## src/rtl/hazard_ctrl_unit.sv

```systemverilog
// Hazard and forwarding controller: scoreboard of downstream producers, operand forwarding
// selects, load-use stalls, multi-cycle fetch flush and saturating event counters.
module hazard_ctrl_unit #(
  parameter int unsigned REG_AW       = 5,
  parameter int unsigned FWD_DEPTH    = 2,
  parameter int unsigned LOAD_LAT     = 2,
  parameter int unsigned FLUSH_CYCLES = 1,
  parameter int unsigned CNT_W        = 16
) (
  input  logic                               clk,
  input  logic                               rst,
  input  logic                               issue_valid,
  input  logic [REG_AW-1:0]                  issue_rs1,
  input  logic [REG_AW-1:0]                  issue_rs2,
  input  logic                               issue_rs1_used,
  input  logic                               issue_rs2_used,
  input  logic [REG_AW-1:0]                  issue_rd,
  input  logic                               issue_reg_wr,
  input  logic                               issue_is_load,
  input  logic                               br_taken,
  output logic                               stall,
  output logic                               flush,
  output logic [$clog2(FWD_DEPTH+1)-1:0]     fwd_sel_a,
  output logic [$clog2(FWD_DEPTH+1)-1:0]     fwd_sel_b,
  output logic [CNT_W-1:0]                   stall_count,
  output logic [CNT_W-1:0]                   flush_count
);

  localparam int unsigned FSW = $clog2(FWD_DEPTH + 1);
  localparam int unsigned FCW = (FLUSH_CYCLES > 1) ? $clog2(FLUSH_CYCLES) : 1;

  // Index 0 holds stage 1 (nearest to execute).
  logic [FWD_DEPTH-1:0]             sb_valid_q, sb_valid_d;
  logic [FWD_DEPTH-1:0]             sb_load_q, sb_load_d;
  logic [FWD_DEPTH-1:0][REG_AW-1:0] sb_rd_q, sb_rd_d;

  logic [FCW-1:0]   flush_cnt_q, flush_cnt_d;
  logic [CNT_W-1:0] stall_cnt_q, flush_evt_q;

  logic flushing, entry_valid;
  logic cand_a, cand_b, hit_a, hit_b, haz_a, haz_b;

  assign cand_a = issue_valid & issue_rs1_used & (issue_rs1 != '0);
  assign cand_b = issue_valid & issue_rs2_used & (issue_rs2 != '0);

  // Ascending scan with a hit flag so the nearest producer wins.
  always_comb begin
    fwd_sel_a = '0;
    fwd_sel_b = '0;
    hit_a     = 1'b0;
    hit_b     = 1'b0;
    haz_a     = 1'b0;
    haz_b     = 1'b0;
    for (int k = 1; k <= int'(FWD_DEPTH); k++) begin
      if (!hit_a && cand_a && sb_valid_q[k-1] && (sb_rd_q[k-1] == issue_rs1)) begin
        hit_a = 1'b1;
        if (sb_load_q[k-1] && (k < int'(LOAD_LAT))) haz_a = 1'b1;
        else                                          fwd_sel_a = FSW'(k);
      end
      if (!hit_b && cand_b && sb_valid_q[k-1] && (sb_rd_q[k-1] == issue_rs2)) begin
        hit_b = 1'b1;
        if (sb_load_q[k-1] && (k < int'(LOAD_LAT))) haz_b = 1'b1;
        else                                          fwd_sel_b = FSW'(k);
      end
    end
  end

  assign stall       = haz_a | haz_b;
  assign flushing    = (flush_cnt_q != '0);
  // Gated by reset so a taken branch cannot flush while the core is held.
  assign flush       = rst & ((br_taken & ~stall) | flushing);
  assign entry_valid = issue_valid & issue_reg_wr & (issue_rd != '0) & ~stall & ~flushing;

  always_comb begin
    sb_valid_d = sb_valid_q;
    sb_load_d  = sb_load_q;
    sb_rd_d    = sb_rd_q;
    for (int k = int'(FWD_DEPTH) - 1; k >= 1; k--) begin
      sb_valid_d[k] = sb_valid_q[k-1];
      sb_load_d[k]  = sb_load_q[k-1];
      sb_rd_d[k]    = sb_rd_q[k-1];
    end
    sb_valid_d[0] = entry_valid;
    sb_load_d[0]  = issue_is_load;
    sb_rd_d[0]    = issue_rd;
  end

  always_comb begin
    flush_cnt_d = flush_cnt_q;
    if (br_taken && !stall) flush_cnt_d = FCW'(FLUSH_CYCLES - 1);
    else if (flushing)      flush_cnt_d = flush_cnt_q - 1'b1;
  end

  always_ff @(posedge clk or negedge rst) begin
    if (!rst) begin
      sb_valid_q  <= '0;
      sb_load_q   <= '0;
      sb_rd_q     <= '0;
      flush_cnt_q <= '0;
      stall_cnt_q <= '0;
      flush_evt_q <= '0;
    end else begin
      sb_valid_q  <= sb_valid_d;
      sb_load_q   <= sb_load_d;
      sb_rd_q     <= sb_rd_d;
      flush_cnt_q <= flush_cnt_d;
      if (stall && (stall_cnt_q != '1)) stall_cnt_q <= stall_cnt_q + 1'b1;
      if (flush && (flush_evt_q != '1)) flush_evt_q <= flush_evt_q + 1'b1;
    end
  end

  assign stall_count = stall_cnt_q;
  assign flush_count = flush_evt_q;

endmodule

```

## config.mk

```make
export PLATFORM = sky130hd
export DESIGN_NAME = hazard_ctrl_unit
export DESIGN_NICKNAME = d
export VERILOG_FILES = /design/src/rtl/hazard_ctrl_unit.sv
export SDC_FILE = /design/constraint.sdc
export NUM_CORES = 1
export LEC_CHECK = 0
export BUFFER_PORTS_ARGS = -buffer_cell sky130_fd_sc_hd__buf_2
export CORE_MARGIN = 1.5
export CORE_UTILIZATION = 52
export CTS_CLUSTER_SIZE = 40
export DETAILED_ROUTE_END_ITERATION = 12
export PLACE_DENSITY = 0.86
export SLEW_MARGIN = 20
export SYNTH_ARGS = -nofsm -noshare
export SYNTH_HDL_FRONTEND = slang
export SYNTH_SLANG_ARGS = --single-unit
```

## constraint.sdc

```tcl
create_clock -name clk -period 2.5 [get_ports clk]
set_input_delay 0.125 -clock clk [delete_from_list [all_inputs] [get_ports clk]]
set_output_delay 0.125 -clock clk [all_outputs]
set_load 0.01 [all_outputs]
```

Word-level counts from Yosys, hierarchy flattened:

Cells that the tools add are included.
W data, S select, Z words.

* register bits: 46
* output and inout port bits: 38
* word-level logic and storage cells: 61

* $add $sub $neg: 3
* eq/ne operators: 6
* multiplexer cells: 12
* bitwise gates (word level): 14
* reductions and logical operators: 19

Operators by type and width (count)
* $add A16 B1 Y16 const B: 2
* $ne A16 B16 Y1 const B: 2
* $eq A5 B5 Y1: 4
* $reduce_bool A5 Y1: 3
* $logic_and A1 B1 Y1: 13
* $and A1 B1 Y1: 10
* $mux W1: 9
* $mux W2: 3
* $logic_not A1 Y1: 3
* $not A1 Y1: 2
* $or A1 B1 Y1: 2
* $sub A1 B1 Y1 const B: 1

Depth between registers and ports, before layout:

Gate-level depths: netlist of the first run.

* depth in word-level cells: 11
* mapped depth: 7
* depth with buffers taken out: 6

Worst setup path after synthesis of the first run:

OpenSTA, ideal clock, no wires.

* path kind: input port to flip-flop
* start: input port issue_rs1[1]
* end: register flush_evt_q[1] (netlist: flush_count[1])
* arrival: 1.813 ns
* required time: 2.375 ns
* setup slack: 0.563 ns
* stages: 6
* cell sequence: or4_1 -> o211ai_2 -> nor3_2 -> o21a_4 -> nor3b_1 -> mux2_2

* word-level cells in the longest chain between the ends: 11

RTL lines
* start: declaration: line 13 `input logic [REG_AW-1:0] issue_rs1,`
* $reduce_bool A5 Y1: line 43 `assign cand_a = issue_valid & issue_rs1_used & (issue_rs1 != '0);`
* $and A1 B1 Y1: line 43
* $logic_and A1 B1 Y1: line 55 `if (!hit_a && cand_a && sb_valid_q[k-1] && (sb_rd_q[k-1] == issue_rs1)) begin`
* $logic_and A1 B1 Y1 *: line 55
* $mux W1 *: line 55
* $or A1 B1 Y1 *: line 68 `assign stall = haz_a | haz_b;`
* $not A1 Y1 *: line 71 `assign flush = rst & ((br_taken & ~stall) | flushing);`
* $and A1 B1 Y1 *: line 71
* $or A1 B1 Y1 *: line 71
* $and A1 B1 Y1 *: line 71
* $logic_and A1 B1 Y1 *: line 108 `if (flush && (flush_evt_q != '1)) flush_evt_q <= flush_evt_q + 1'b1;`
* end signal: assignment: line 108
* end: declaration: line 38 `logic [CNT_W-1:0] stall_cnt_q, flush_evt_q;`

Every way passes the cells marked *; elsewhere a longest branch is shown, timed or not.
A chain may end at the register's enable or synchronous reset.

Worst setup path in the final report of the first run:

* start: register sb_rd_q (netlist bit sb_rd_d[5])
* end: output port flush

* word-level cells in the longest chain between the ends: 8

RTL lines
* start: declaration: line 35 `logic [FWD_DEPTH-1:0][REG_AW-1:0] sb_rd_q, sb_rd_d;`
* start signal: assignment: line 105 `sb_rd_q <= sb_rd_d;`
* $eq A5 B5 Y1, on equally long branches: line 55, 60
* $logic_and A1 B1 Y1, on equally long branches: line 55, 60
* $mux W1, on equally long branches: line 55, 60
* $or A1 B1 Y1 *: line 68
* $not A1 Y1 *: line 71
* $and A1 B1 Y1 *: line 71
* $or A1 B1 Y1 *: line 71
* $and A1 B1 Y1 *: line 71
* end: declaration: line 22 `output logic flush,`

Marked as above.

==> impl_results.md, run 1 <==
- Sink Count: 45
- Placed cells: 308
- Routed wire per std cell: between 15 and 20 µm
- Worst relative slew slack: 0.621
- Sequential-to-total area share from yosys stat: 0.495
- ANT cells: 0
- Cell taking the most area after synthesis: dfrtp_1
- # DRC: 0
- FP Rows: 23
- Register area: 1130 µm²
- Yosys reg bits: 45
- GPL Wtd Cong: 0.880
- DP HPWL: 3540 µm
- Total CTS buffers: 5
- Root buf cell: clkbuf_8
- Initial antenna violation count: 0
- Die Area: 4780 µm²
- GR Overflow Total: 0
- Cell area after synthesis: 2270 µm²
- Synth Area in Simple Gates: 0.255
- Status: completed
- Crit-path cells: xnor2_1 -> nand4_1 -> nor3_2 -> o21a_4 -> buf_4 -> nor2_1 -> buf_2
- CTS tree: yes
- Most frequent cells after synthesis: 45 x dfrtp_1, 26 x xor2_1, 22 x xnor2_1
- Cells after Synth: 199
- CP Capture Type: primary output
- Effective utilization at floorplan: 0.552
- Via-to-Cell Ratio: 5.43
- Xor/xnor share of the synthesized area: 0.185
- Worst Path Max Fanout: 19
- RSZ-0062 raised after global routing: no
- Mux cell area share after synthesis: 0.0149
- VDD IR max: between 0.0004 and 0.0005 V
- Filler cells: 320
- Max H-tree Level: 2
- Adder-cell share of the synthesized area: 0.0110
- I/O Pins: 61
- Final WL: 4940 µm
- # nets final: slightly below 300
- Compound-gate portion of the synthesized area: 0.0286
- CP required: ~2.4 ns
- Setup TNS: 0 ns
- Multi-input logic area: ~1100 µm²
- Vias in the first global route: 1808
- Top_reg_cell synth: dfrtp_1
- Worst-path clk slew: 0.08 ns
- Hold Crit Class: primary input to flop
- CP Launch Type: flop
- Synth cell types: 32
- CP arrival: 2.12 ns
- Core area: 4120 µm²
- Delay-heaviest family, CP: simple AND/OR/NAND/NOR gates
- Area Overhead vs Synth: 24.3%
- Top cell type's share of synthesized area: 0.495
- CP peak stage delay: between 0.4 and 0.5 ns
- 1st-pass router iterations: 5
- Power per standard cell area: slightly above 600 nW/µm²
- Final ANT Viol Nets: 0
- First-pass GRT wire length: 8530 µm
- I/O Buffers: 60
- Number of enable flip-flop cells after synthesis: 0
- Chip Width: 69.1 µm
- Worst-Skew Late Latency: 0.29 ns
- Largest family of logic cells by synthesized area: simple AND/OR/NAND/NOR gates
- Die Ht: about 70 µm
- Final setup vio count: 0
- Leak Pwr: between 1 and 1.5 nW
- Worst Tran Pin Value: approximately 0.57 ns
- Net Count, Synth: ~220
- FFs w/ async S/R, synth: 1.00
- Kind of critical path: flop to primary output
- Fraction of layout cells with a size suffix above 1: 0.319
- Via count: 1753
- Total Routing Usage GR: 0.221
- Synth warn: 0
- Synth top area cells: dfrtp_1 50%, xor2_1 10%, xnor2_1 8.5%
- Largest net degree at the start of global routing: 48
- Skew final: 0.00796 ns
- Max Buffers Root-to-Sink: 2
- Achievable clock frequency: 445 MHz
- WP buf/inv: 2
- Count leader, synth: dfrtp_1
- Initial drt markers: 130
- Layout Cells excl Fill: 323
- Max-slew violations: 0
- Period utilization: 0.899
- Final Hold Viols: 0
- Synthesized area per cell: roughly 11 µm²
- Critical-path top delay cell: dfrtp_1
- Number of max-cap violations: 0
- Fin crit period: 2.25 ns
-- kinds of logic after synthesis --
kind of cell / count (synthesis)
multiplexers: 3
AND/OR/NAND/NOR: 90
AO/OA/AOI/OAI: 7
flip-flops: 45
adder cells (fa/ha/maj): 2
XOR/XNOR: 48
buffers and inverters: 4
-- flip-flops by register name, indices dropped and copies added (netlist names) --
signal	cells
flush_count	16
sb_rd_q	5
stall_count	16
sb_valid_q	2
sb_rd_d	5
sb_load_q	1
-- timing repair --
| action | 4_1_cts | 5_1_grt |
|---|---|---|
| setup buffers | 0 | 0 |
| setup endpoints to repair | 0 | 1 |
| resized for setup | 0 | 1 |
| hold buffers | 7 | 0 |
| hold endpoints to repair | 51 | 0 |
-- per-stage QoR --
step	worst slack (ns)	hold slack [ns]	util	cell area (µm²)	total power, mW
final	0.252	0.0825	0.687	2830	1.74
after global routing	0.0973	0.0841	0.687	2830	1.84
after CTS	0.157	0.0802	0.686	2820	1.77
after detailed placement	0.224	0.241	0.640	2640	1.19
after global placement	0.328	0.244	0.640	2640	1.18
after floorplan	0.563	-0.171	-	2270	1.04
-- cells in the final DEF, fill, tap and decap left out --
cell,synthesis,final
xor2_1,26,26
dlygate4sd3_1,0,7
or4_1,3,3
o21a_4,1,1
nor4_4,1,1
nor2b_1,1,1
mux2_2,3,3
clkbuf_8,0,6
nor3b_1,1,1
and4_1,1,1
xnor2_1,22,22
nand3_1,13,13
nor4_2,7,7
nor3_1,7,6
nand4b_1,1,1
buf_2,1,60
dfrtp_1,45,45
a31oi_1,2,2
nor3_2,1,2
nand2_1,17,17
o211ai_1,1,1
and3_1,14,14
a21oi_1,1,1
o211ai_2,2,2
and2_1,3,3
buf_4,0,3
nor2_1,4,4
nand4_1,10,10
nor4_1,4,4
bufinv_16,0,1
nor4b_4,1,1
ha_1,2,2
clkbuf_1,1,1
and4b_1,1,1
-- final cells by class --
cell class,instances,area share
clock inverters,1,0.0106
clock buffers,7,0.0305
multi-input cells,150,0.399
flip-flops and latches,45,0.398
repair buffers,70,0.139
well taps,50,0.0221
-- where the power goes --
part	switching [mW]	leakage [nW]	total (mW)	internal, mW
sequential	0.0862	0.580	0.884	0.798
clock	0.233	0.0585	0.559	0.326
combinational	0.162	0.749	0.298	0.136
-- worst paths after layout --
check | slack, ns | depth (start not counted) | end | from
max | 0.25 | 7 | flush | sb_rd_d[5]
min | 0.08 | 3 | sb_valid_q[0] | issue_reg_wr
max reg2reg | 0.50 | 6 | stall_count[1] | sb_rd_d[5]
min reg2reg | 0.43 | 0 | sb_valid_q[1] | sb_valid_q[0]
max in group asynchronous | 1.63 | 3 | flush_count[5] | rst
min in group asynchronous | 0.49 | 3 | stall_count[6] | rst
-- worst reg2reg max path, cell delays in order, from the launching register on --
cell and delay (ns):
dfrtp_1 0.44, xnor2_1 0.20, nand4_1 0.16, nor3_2 0.25
o21a_4 0.27, and2_1 0.23, mux2_2 0.34
-- layer usage --
layer  vias up  GRT usage  part of all wire
li1        854          -                 -
met1       849      0.288              0.44
met2        42      0.362              0.51
met3         8     0.0512             0.033
met4         0     0.0763             0.018
met5         -          0                 0
Power figures use the tool's default switching activity.
==> run 2: changes to the inputs <==
clock period = 2.25 ns   (was 2.5 ns; I/O delays follow)
==> impl_results.md, run 2 (synthesis results as in run 1) <==
- Status: completed
- CP arrival: around 2.0 ns
- CP Capture Type: primary output
- CP peak stage delay: around 0.43 ns
- Root buf cell: clkbuf_8
- Routed wire per std cell: 15.0 µm
- # DRC: 0
- Core area: 4120 µm²
- Total CTS buffers: 5
- Final Hold Viols: 0
- Kind of critical path: flop to primary output
- VDD IR max: 0.000398 V
- Placed Area: 2660 µm²
- Number of max-cap violations: 0
- Crit-path cells: xnor2_1 -> nand4_1 -> nor3_2 -> o21a_4 -> buf_4 -> nor2_1 -> buf_2
- GPL Wtd Cong: roughly 0.86
- Final ANT Viol Nets: 0
- Final WL: 4900 µm
- Internal reg-to-reg setup slack: 0.21 ns
- Achievable clock frequency: 482 MHz
- Worst-path clk slew: 0.09 ns
- I/O Buffers: 60
- # nets final: 300
- FP Rows: 23
- Fin crit period: 2.07 ns
- CTS tree: yes
- 1st-pass router iterations: 4
- Setup TNS: 0 ns
- Fraction of layout cells with a size suffix above 1: 0.330
- Die Ht: 69.1 µm
- Most frequent cells in the layout: 60 x buf_2, 45 x dfrtp_1, 26 x xor2_1, 22 x xnor2_1, 17 x nand2_1
- First-pass GRT wire length: between 8000 and 9000 µm
- Commonest non-fill, non-tap cell in the layout: buf_2
- Skew final: 0.0100 ns
- Area Overhead vs Synth: 26.1%
- Largest net degree at the start of global routing: 32
- Via count: 1800
- Period utilization: 0.922
- Placed cells: between 300 and 400
- Initial antenna violation count: 0
- Max Buffers Root-to-Sink: 2
- Layout Cells excl Fill: 326
- Sink Count: 45
- Leak Pwr: 1.41 nW
- Design Area, Final: roughly 2900 µm²
- Worst Path Max Fanout: 11
- Critical-path top delay cell: dfrtp_1
- Worst Tran Pin Value: 0.433 ns
- Max H-tree Level: 2
- Worst relative slew slack: 0.710
- Hold Crit Class: primary input to flop
- Power per standard cell area: 705 nW/µm²
- Post-CTS Setup Bufs: 0
- Delay-heaviest family, CP: simple AND/OR/NAND/NOR gates
- CP Launch Type: flop
- Die Area: 4780 µm²
- Chip Width: between 60 and 70 µm
- RSZ-0062 raised after global routing: no
- Tot Pwr: ~2 mW
- I/O Pins: 61
- ANT cells: 0
- Total Routing Usage GR: 0.219
- Final setup vio count: 0
- Vias in the first global route: 1784
- CP required: around 2.1 ns
- Effective utilization at floorplan: 0.552
- Worst-Skew Late Latency: 0.30 ns
- GR Overflow Total: 0
- Via-to-Cell Ratio: 5.52
- Max-slew violations: 0
- WP buf/inv: 2
- Initial drt markers: 81
- DP HPWL: 3620 µm
-- run 2: final timing paths --
kind                                  endpoint          from  depth (start not counted)
worst max-delay path                     flush    sb_rd_d[9]                          7
worst min-delay path             sb_valid_q[0]  issue_reg_wr                          3
worst max register to register  stall_count[1]    sb_rd_d[9]                          7
worst min register to register      sb_rd_q[5]    sb_rd_d[5]                          0
max in group asynchronous           sb_rd_q[5]           rst                          3
min in group asynchronous       flush_count[4]           rst                          2
-- run 2: report_power, final --
part	total, mW	internal, mW	switching, mW
combinational	0.333	0.151	0.182
sequential	0.976	0.887	0.0896
clock	0.711	0.441	0.270
total	2.02	1.48	0.541
-- run 2: what timing repair did --
action,4_1_cts,5_1_grt
gates resized for setup,0,1
setup endpoints to repair,0,2
hold buffers,7,0
hold endpoints to repair,20,0
-- run 2: layout make-up --
type	count	area, µm²
clock buffer	5	68.8
clock inverter	3	65.1
fill	318	1250
multi-input combinational	150	1130
sequential	45	1130
tap	50	62.6
timing repair buffer	73	415
-- run 2: tightest hold or removal path, cell delays in order --
cell and delay (ns):
buf_2 0.10, o211ai_1 0.08, nor2_1 0.05
-- run 2: per-stage QoR --
stage          setup WS [ns]  utilization  hold WS, ns
6_report               0.175        0.697       0.0801
5_1_grt               0.0103        0.697       0.0733
4_1_cts               0.0957        0.695       0.0734
3_5_place_dp           0.124        0.646       0.0548
3_3_place_gp           0.185        0.646       0.0505
2_1_floorplan          0.325            -       -0.183
-- run 2: routing by layer --
metal / part of all wire / wire length, µm / vias up / track usage
met5: 0 / 0 / - / 0
met4: 0.016 / 76 / 0 / 0.0697
met3: 0.034 / 168 / 8 / 0.0673
met2: 0.50 / 2430 / 52 / 0.355
met1: 0.45 / 2230 / 871 / 0.280
li1: - / - / 869 / -
==> run 3: changes to the inputs <==
CELL_PAD_IN_SITES_DETAIL_PLACEMENT = 0   (was default)
CELL_PAD_IN_SITES_GLOBAL_PLACEMENT = 1   (was default)
CORE_UTILIZATION = 25   (was 52)
PLACE_DENSITY = 0.6   (was 0.86)
==> impl_results.md, run 3 (synthesis results as in run 1) <==
- Status: completed
- FP Rows: 34
- I/O Buffers: 60
- Final Hold Viols: 0
- Critical-path top delay cell: dfrtp_1
- Max H-tree Level: 2
- GR Overflow Total: 0
- RSZ-0062 raised after global routing: no
- Register area: 1130 µm²
- GPL Wtd Cong: 0.841
- Worst relative slew slack: 0.624
- Setup TNS: 0 ns
- Filler cells: 916
- Most frequent cells in the layout: 60 x buf_2, 45 x dfrtp_1, 26 x xor2_1, 22 x xnor2_1, 17 x nand2_1
- Routed wire per std cell: roughly 14 µm
- Initial antenna violation count: 0
- CP peak stage delay: approximately 0.43 ns
- ANT cells: 0
- Area Overhead vs Synth: 29.2%
- Final WL: 5310 µm
- I/O Pins: 61
- Die Ht: 98.4 µm
- Worst Tran Pin Value: between 0.5 and 0.6 ns
- Max-slew violations: 0
- CP Capture Type: primary output
- Fin crit period: 2.03 ns
- VDD IR max: 0.000231 V
- Die Area: 9670 µm²
- Worst-path clk slew: ~0.080 ns
- Core area: 8760 µm²
- Skew final: between 0.008 and 0.009 ns
- Number of max-cap violations: 0
- # DRC: 0
- Worst-Skew Late Latency: 0.29 ns
- Total CTS buffers: 5
- Met1 Wirelength: between 2000 and 3000 µm
- First-pass GRT wire length: 9240 µm
- CP required: 2.14 ns
- 1st-pass router iterations: 4
- Vias in the first global route: between 1.5k and 2k
- Top Layer Used: met4
- Fraction of layout cells with a size suffix above 1: 0.331
- Commonest non-fill, non-tap cell in the layout: buf_2
- Leak Pwr: 1.41 nW
- # nets final: 302
- Hold Crit Class: primary input to flop
- Via-to-Cell Ratio: 4.53
- Kind of critical path: flop to primary output
- Largest net degree at the start of global routing: 28
- Sink Count: 45
- Tot Pwr: 1.95 mW
- Placed Area: 2750 µm²
- CTS tree: yes
- Root buf cell: clkbuf_8
- Crit-path cells: xnor2_1 -> nand4_1 -> nor3_2 -> o21a_4 -> buf_4 -> nor2_1 -> buf_2
- Power per standard cell area: around 660 nW/µm²
- WP buf/inv: 2
- Period utilization: 0.902
- Final ANT Viol Nets: 0
- Final setup vio count: 0
- Met3 WL: 269 µm
- Initial drt markers: 37
- CP Launch Type: flop
- Effective utilization at floorplan: 0.259
- DP HPWL: 3990 µm
- Worst Path Max Fanout: 9
- Via count: 1748
- Achievable clock frequency: 493 MHz
- Delay-heaviest family, CP: simple AND/OR/NAND/NOR gates
- End-of-flow core utilization: 0.335
- Design Area, Final: 2940 µm²
- Met2 WL: 2480 µm
- Multi-input logic area: 1130 µm²
- CP arrival: roughly 1.9 ns
- Max Buffers Root-to-Sink: 2
- Total Routing Usage GR: 0.118
- Chip Width: 98.4 µm
-- run 3: tightest hold or removal path, delay by kind of cell --
kind | cells | cell delay, ns
AO/OA/AOI/OAI | 1 | 0.09
AND/OR/NAND/NOR | 1 | 0.05
buffers and inverters | 1 | 0.10
-- run 3: power breakdown --
| part | internal, mW | switching, mW |
|---|---|---|
| logic | 0.153 | 0.181 |
| registers | 0.887 | 0.0935 |
| clock network | 0.363 | 0.275 |
| total | 1.40 | 0.550 |
-- run 3: layout make-up --
type | instances | area share
tap | 108 | 0.0460
timing repair buffer | 75 | 0.147
sequential | 45 | 0.383
clock buffer | 7 | 0.0294
multi-input combinational | 150 | 0.384
clock inverter | 1 | 0.0102
-- run 3: path summary, 6_finish.rpt --
kind / start / slack, ns / to / cells past startpoint
setup / recovery: sb_rd_d[7] / 0.22 / flush / 7
hold / removal: issue_reg_wr / 0.1 / sb_valid_q[0] / 3
setup reg to reg: sb_rd_d[7] / 0.33 / stall_count[1] / 6
hold reg to reg: sb_valid_q[0] / 0.42 / sb_valid_q[1] / 0
max in group asynchronous: rst / 1.58 / stall_count[11] / 3
min in group asynchronous: rst / 0.35 / flush_count[8] / 3
-- run 3: per-stage QoR --
stage / instances / hold WS, ns / setup slack [ns]
floorplan: 199 / -0.183 / 0.325
global placement: 371 / 0.146 / 0.166
detailed placement: 371 / 0.147 / 0.0923
CTS: 386 / 0.0946 / 0.102
global route: 386 / 0.0986 / 0.0351
finish: 386 / 0.0988 / 0.220
-- run 3: repair_timing --
action	4_1_cts	5_1_grt
hold endpoints to repair	51	0
setup buffers	0	0
gates resized for setup	0	1
hold buffers	7	0
endpoints found under the setup margin	0	1
-- run 3: per-layer routing --
layer | global-route usage | vias to the layer above
li1 | - | 869
met1 | 0.155 | 831
met2 | 0.193 | 44
met3 | 0.0251 | 4
met4 | 0.0379 | 0
met5 | 0 | -
